### src/rtl/rv32_pkg.sv
// Shared RV32 pipeline types and constants.
//
// Contents:
//   rv32_if_packet_t      fetch-to-decode packet {pc, instruction}
//   rv32_branch_packet_t  branch resolution packet; branch_taken drives queue flushes
//   RV32_NOP              canonical no-op (addi x0,x0,0)
//   RV32_IDLE_IF_PACKET   packet presented to decode when nothing valid is queued
//   IFQ_DEPTH_DEFAULT     default depth of the fetch/decode instruction queue
package rv32_pkg;

  typedef struct packed {
    logic [31:0] pc;
    logic [31:0] instruction;
  } rv32_if_packet_t;

  typedef struct packed {
    logic        branch_taken;
    logic [31:0] branch_target;
  } rv32_branch_packet_t;

  localparam logic [31:0] RV32_NOP = 32'h0000_0013;

  localparam rv32_if_packet_t RV32_IDLE_IF_PACKET = '{pc: 32'h0, instruction: RV32_NOP};

  localparam int IFQ_DEPTH_DEFAULT = 2;

endpackage

### src/rtl/if_id_queue.sv
// Instruction queue between fetch and decode.
//
// Captures {pc, instruction} packets from fetch and presents them in order to
// decode over a valid/ready handshake. Occupancy (count) doubles as the state:
// EMPTY (0), PARTIAL (1..DEPTH-1), FULL (DEPTH).
//
// Ports:
//   clk             rising-edge clock
//   reset           synchronous, active-high reset
//   if_packet_in    packet from fetch
//   if_valid        if_packet_in is a real fetched instruction
//   flush           branch redirect; discards all queued entries
//   id_ready        decode accepts the head entry this cycle
//   id_packet_out   head entry (idle NOP packet when empty)
//   id_valid        id_packet_out is valid
//   stall_fetch     queue full; fetch must hold its PC
//   overflow_err    sticky: a packet arrived while full with no pop
//   flush_drop_cnt  (only with IFQ_PERF_CNT_EN) saturating count of entries
//                   discarded by flushes
//
// Optional feature macro: IFQ_PERF_CNT_EN
module if_id_queue
  import rv32_pkg::*;
#(
  parameter int DEPTH = IFQ_DEPTH_DEFAULT
) (
  input  logic            clk,
  input  logic            reset,
  input  rv32_if_packet_t if_packet_in,
  input  logic            if_valid,
  input  logic            flush,
  input  logic            id_ready,
  output rv32_if_packet_t id_packet_out,
  output logic            id_valid,
  output logic            stall_fetch,
  output logic            overflow_err
`ifdef IFQ_PERF_CNT_EN
  ,
  output logic [31:0]     flush_drop_cnt
`endif
);

  localparam int PTR_W = $clog2(DEPTH);
  localparam logic [PTR_W:0] FULL_CNT = (PTR_W + 1)'(DEPTH);
  localparam logic [PTR_W-1:0] PTR_ONE = (PTR_W)'(1);
  localparam logic [PTR_W:0] CNT_ONE = (PTR_W + 1)'(1);

  rv32_if_packet_t mem_q [DEPTH];
  rv32_if_packet_t mem_d [DEPTH];
  logic [PTR_W-1:0] wr_ptr_q, wr_ptr_d;
  logic [PTR_W-1:0] rd_ptr_q, rd_ptr_d;
  logic [PTR_W:0]   count_q, count_d;
  logic             overflow_q, overflow_d;
  logic             push, pop;

  // Outputs depend on registered state only, so there is no path from
  // id_ready or the fetch inputs to stall_fetch/id_valid/id_packet_out.
  assign id_valid      = (count_q != '0);
  assign stall_fetch   = (count_q == FULL_CNT);
  assign id_packet_out = id_valid ? mem_q[rd_ptr_q] : RV32_IDLE_IF_PACKET;
  assign overflow_err  = overflow_q;

  // A pop frees a slot in the same cycle, so a full queue still accepts a push
  // when decode is draining it.
  assign pop  = id_valid & id_ready;
  assign push = if_valid & ~flush & (~stall_fetch | pop);

  always_comb begin
    mem_d    = mem_q;
    wr_ptr_d = wr_ptr_q;
    rd_ptr_d = rd_ptr_q;
    count_d  = count_q;

    if (push) begin
      mem_d[wr_ptr_q] = if_packet_in;
      wr_ptr_d        = wr_ptr_q + PTR_ONE;
    end
    if (pop) begin
      rd_ptr_d = rd_ptr_q + PTR_ONE;
    end
    unique case ({push, pop})
      2'b10:   count_d = count_q + CNT_ONE;
      2'b01:   count_d = count_q - CNT_ONE;
      default: count_d = count_q;
    endcase

    // A flush wins over push/pop bookkeeping. A same-cycle pop has already
    // been sampled by decode; its kill logic owns that instruction.
    if (flush) begin
      wr_ptr_d = '0;
      rd_ptr_d = '0;
      count_d  = '0;
    end
  end

  // Overflow only counts packets that could have been stored: flushed
  // packets are dropped on purpose and do not set the flag.
  always_comb begin
    overflow_d = overflow_q | (if_valid & ~flush & stall_fetch & ~pop);
  end

  always_ff @(posedge clk) begin
    if (reset) begin
      wr_ptr_q   <= '0;
      rd_ptr_q   <= '0;
      count_q    <= '0;
      overflow_q <= 1'b0;
    end else begin
      wr_ptr_q   <= wr_ptr_d;
      rd_ptr_q   <= rd_ptr_d;
      count_q    <= count_d;
      overflow_q <= overflow_d;
    end
  end

  // Storage is not reset; entries are only observable while count covers them.
  always_ff @(posedge clk) begin
    mem_q <= mem_d;
  end

`ifdef IFQ_PERF_CNT_EN
  logic [31:0] drop_cnt_q, drop_cnt_d;
  logic [32:0] drop_sum;

  // Entries discarded by a flush exclude the one decode pops in that cycle.
  always_comb begin
    drop_sum   = {1'b0, drop_cnt_q} + 33'(count_q) - 33'(pop);
    drop_cnt_d = drop_cnt_q;
    if (flush) begin
      drop_cnt_d = drop_sum[32] ? 32'hFFFF_FFFF : drop_sum[31:0];
    end
  end

  always_ff @(posedge clk) begin
    if (reset) begin
      drop_cnt_q <= '0;
    end else begin
      drop_cnt_q <= drop_cnt_d;
    end
  end

  assign flush_drop_cnt = drop_cnt_q;
`endif

endmodule
### config.mk
export PLATFORM = sky130hd
export DESIGN_NAME = if_id_queue
export DESIGN_NICKNAME = d
export VERILOG_FILES = /design/src/rtl/rv32_pkg.sv /design/src/rtl/if_id_queue.sv
export SDC_FILE = /design/constraint.sdc
export NUM_CORES = 1
export LEC_CHECK = 0
export CAP_MARGIN = 25
export CORE_ASPECT_RATIO = 1.25
export CORE_UTILIZATION = 52
export DETAILED_ROUTE_END_ITERATION = 6
export PLACE_DENSITY = 0.85
export SLEW_MARGIN = 10
export SYNTH_ARGS = -nofsm -noshare
export SYNTH_HDL_FRONTEND = slang
export SYNTH_SLANG_ARGS = --single-unit
export TNS_END_PERCENT = 5
### constraint.sdc
create_clock -name clk -period 9.6 [get_ports clk]
set_clock_uncertainty 0.15 [all_clocks]
set_input_delay 0.96 -clock clk [delete_from_list [all_inputs] [get_ports clk]]
set_output_delay 0.96 -clock clk [all_outputs]
set_load 0.05 [all_outputs]
==> flow_summary.yaml <==
cts:
  postCtsSetupRepairBufs: 0
  cts_resized: 0
  cts.hold.buffers_added: 0
  tritoncts.num_buffers: 17
  cts.clk_slew.worst_paths_ns: 0.05
  cts-root-buf: "clkbuf_16"
  worstSkewPairLatency_ns: 0.41
  clock_sinks: 133
  cts_max_path_bufs: 2
  cts_tree: "yes"
  h_tree_lvls: 4
global_route:
  globalRoute.busiestLayer: "met2"
  groute.layer.met1.usage: 0.231
  gr-total-overflow: 0
  grt.total_usage: 0.204
  grt_pass1_wl_mm: 15.4
  grt_start_max_net_pins: 65
  grt_use_met2: 0.357
  grt_antenna_before_repair: 0
  number_of_global_route_vias_before_repair: 3039
  gr-usage-met3: 0.0522
sta:
  timing.setup.tns_ns: 0
  fin_worst_hold_slack_ns: 0.360
  setup_violations: 0
  unrepaired_setup_endpoints_after_global_routing: "no"
  final-max-slew-violation-count: 0
  worst_slack_ns: 5.90
  worst-slew-pin-transition_ns: 0.846
  layout_worst_path_cycle_share: 0.386
  period_minus_slack_ns: 3.70
  max_freq_mhz: 270
  maxSlewHeadroom: 0.436
  timing_hold_violations_final: 0
routing:
  wl_per_cell_microns: 16.5
  route.final.wire_length_mm: 9.59
  residual_drc_count: 0
  routed-via-count: 2894
  drtAntennaViolNets: 0
  vias_per_cell: 4.97
  pre_antenna_drt_iters: 5
  drt_first_iter_violations: 142
floorplan:
  floorplan.die.width_microns: 90.4
  starting_density: 0.545
  chipHeight_microns: 113
  placement_rows: 39
  design.die.area_sq_um: 10200
  design.core.area_sq_um: 9320
  number_of_top_level_pins: 136
finish:
  layout_overhead_on_the_synthesized_area_pct: 41.2
  layout.core_utilization: 0.770
  nets: 516
  layout-drive-gt1-share: 0.0893
  n_antenna_cell: 0
  final_cells: 582
power:
  worst_ir_drop_vdd_mv: 0.184
  pwr_density_cell_nw_per_um2: 200
  total_leakage_power_nw: 2.32
synth:
  seq_area_frac_synth: 0.776
  syn-cell-area_sq_um: 5080
  synth_area_per_cell_sq_um: 16.8
  yosys_register_bits: 133
  postSynthNetCount: 372
  synth.yosys.warnings: 0
  synthCells: 302
  count_of_unique_library_cells_instantiated_by_yosys: 21
setup_path:
  critical_path_start_type: "register"
  critical-path-slowest-cell: "clkdlybuf4s50_1"
  critPathKind: "reg2out"
  data_arrival_time_of_the_critical_path_ns: 2.59
  cpLargestDelayFamily: "buffers and inverters"
  max_stage_delay_ns: 0.72
  path_cells: "nor2_4, buf_4, nor2_1, clkdlybuf4s50_1"
  setup.worst_path.end_class: "output port"
  worstPathRequired_ns: 8.49
  path_max_fanout: 39
  worst-path-buf-inv: 2
placed_design:
  place.port_buffers: 135
  place_worst_setup_slack_ns: 6.23
  gp_congestion: 0.727
  numPlacedInstances: 550
  place_hpwl_mm: 6.10
hold_path:
  hold_class: "reg2reg"
status:
  outcome: "complete, no violations"
flow_run:
  maxCapViolCount: 0
-- where the power goes --
group / switching (mW) / internal, mW / leakage (nW)
sequential: 0.00517 / 0.654 / 1.22
combinational: 0.0680 / 0.0506 / 0.819
clock: 0.226 / 0.430 / 0.283
total: 0.299 / 1.13 / 2.32
-- worst register-to-register path, delay by kind of cell, from the launching register on --
family,cells,cell delay [ns]
AND/OR/NAND/NOR,2,0.53
flip-flops,1,0.48
buffers and inverters,2,0.72
-- sequential cells by signal, indices dropped and copies added (netlist names) --
register and flops:
mem_q 128, count_q 2, overflow_err 1, rd_ptr_q 1
wr_ptr_q 1
-- area by class of cell --
class / count / area (sq um)
flip-flops and latches: 133 / 3950
multi-input cells: 150 / 1040
clock buffers: 17 / 425
inverters: 5 / 18.8
repair buffers: 139 / 1400
clock inverters: 15 / 188
fillers: 563 / 2150
well taps: 123 / 154
-- through the flow --
stage	instance area [sq um]	power (mW)
4_1_cts	7170	1.44
3_5_place_dp	6560	0.790
6_report	7170	1.43
5_1_grt	7170	1.48
3_3_place_gp	6530	0.786
2_1_floorplan	5080	0.732
-- routing by layer --
metal  up-vias  wire length (microns)
met2        89                   5210
met3        12                    394
met1      1392                   3800
li1       1401                      -
met5         -                      0
met4         0                    187
-- placed cells by master, fill, tap and decap left out, drive strengths merged, types with 2 or more instances in the layout --
cell type | netlist | layout
clkbuf | 0 | 17
or3 | 2 | 2
a21oi | 2 | 2
nor2 | 66 | 66
bufinv | 0 | 4
or2 | 2 | 2
inv | 5 | 5
nand2 | 3 | 3
buf | 14 | 4
o21ai | 3 | 3
dfxtp | 5 | 5
clkinvlp | 0 | 5
mux2i | 64 | 64
clkdlybuf4s50 | 0 | 135
edfxtp | 128 | 128
xor2 | 2 | 2
clkinv | 0 | 6
-- final timing paths --
kind,cells past startpoint,from,slack (ns),end
worst max register to register,4,count_q[0],7.30,mem_q[108]
worst min-delay path,2,wr_ptr_q,0.36,wr_ptr_q
worst max-delay path,4,count_q[0],5.90,id_packet_out[30]
worst min register to register,2,wr_ptr_q,0.36,wr_ptr_q
-- logic make-up after synthesis --
group / count (synthesis) / share of synthesized area
flops: 133 / 0.776
xor+xnor: 3 / 0.00517
mux: 64 / 0.126
fa+ha+maj: 1 / 0.00246
buf+inv: 19 / 0.0217
compound gates: 6 / 0.00616
simple gates: 76 / 0.0621
-- synth_stat cells --
| cell type | number | area, sq um |
|---|---|---|
| a31oi_1 | 1 | 6.26 |
| a21oi_1 | 2 | 10.0 |
| and2b_2 | 1 | 8.76 |
| dfxtp_1 | 5 | 100 |
| buf_2 | 7 | 35.0 |
| buf_6 | 1 | 11.3 |
| inv_1 | 5 | 18.8 |
| ha_1 | 1 | 12.5 |
| buf_4 | 6 | 45.0 |
| nor2_1 | 65 | 244 |
| xnor2_1 | 1 | 8.76 |
| o21ai_0 | 3 | 15.0 |
| nor2_2 | 1 | 6.26 |
| nor3b_2 | 1 | 12.5 |
| or2_2 | 2 | 12.5 |
| edfxtp_1 | 128 | 3840 |
| mux2i_1 | 64 | 641 |
| xor2_1 | 2 | 17.5 |
| or2b_1 | 1 | 7.51 |
| or3_1 | 2 | 12.5 |
| nand2_1 | 3 | 11.3 |
(Power assumes the default switching activity.)
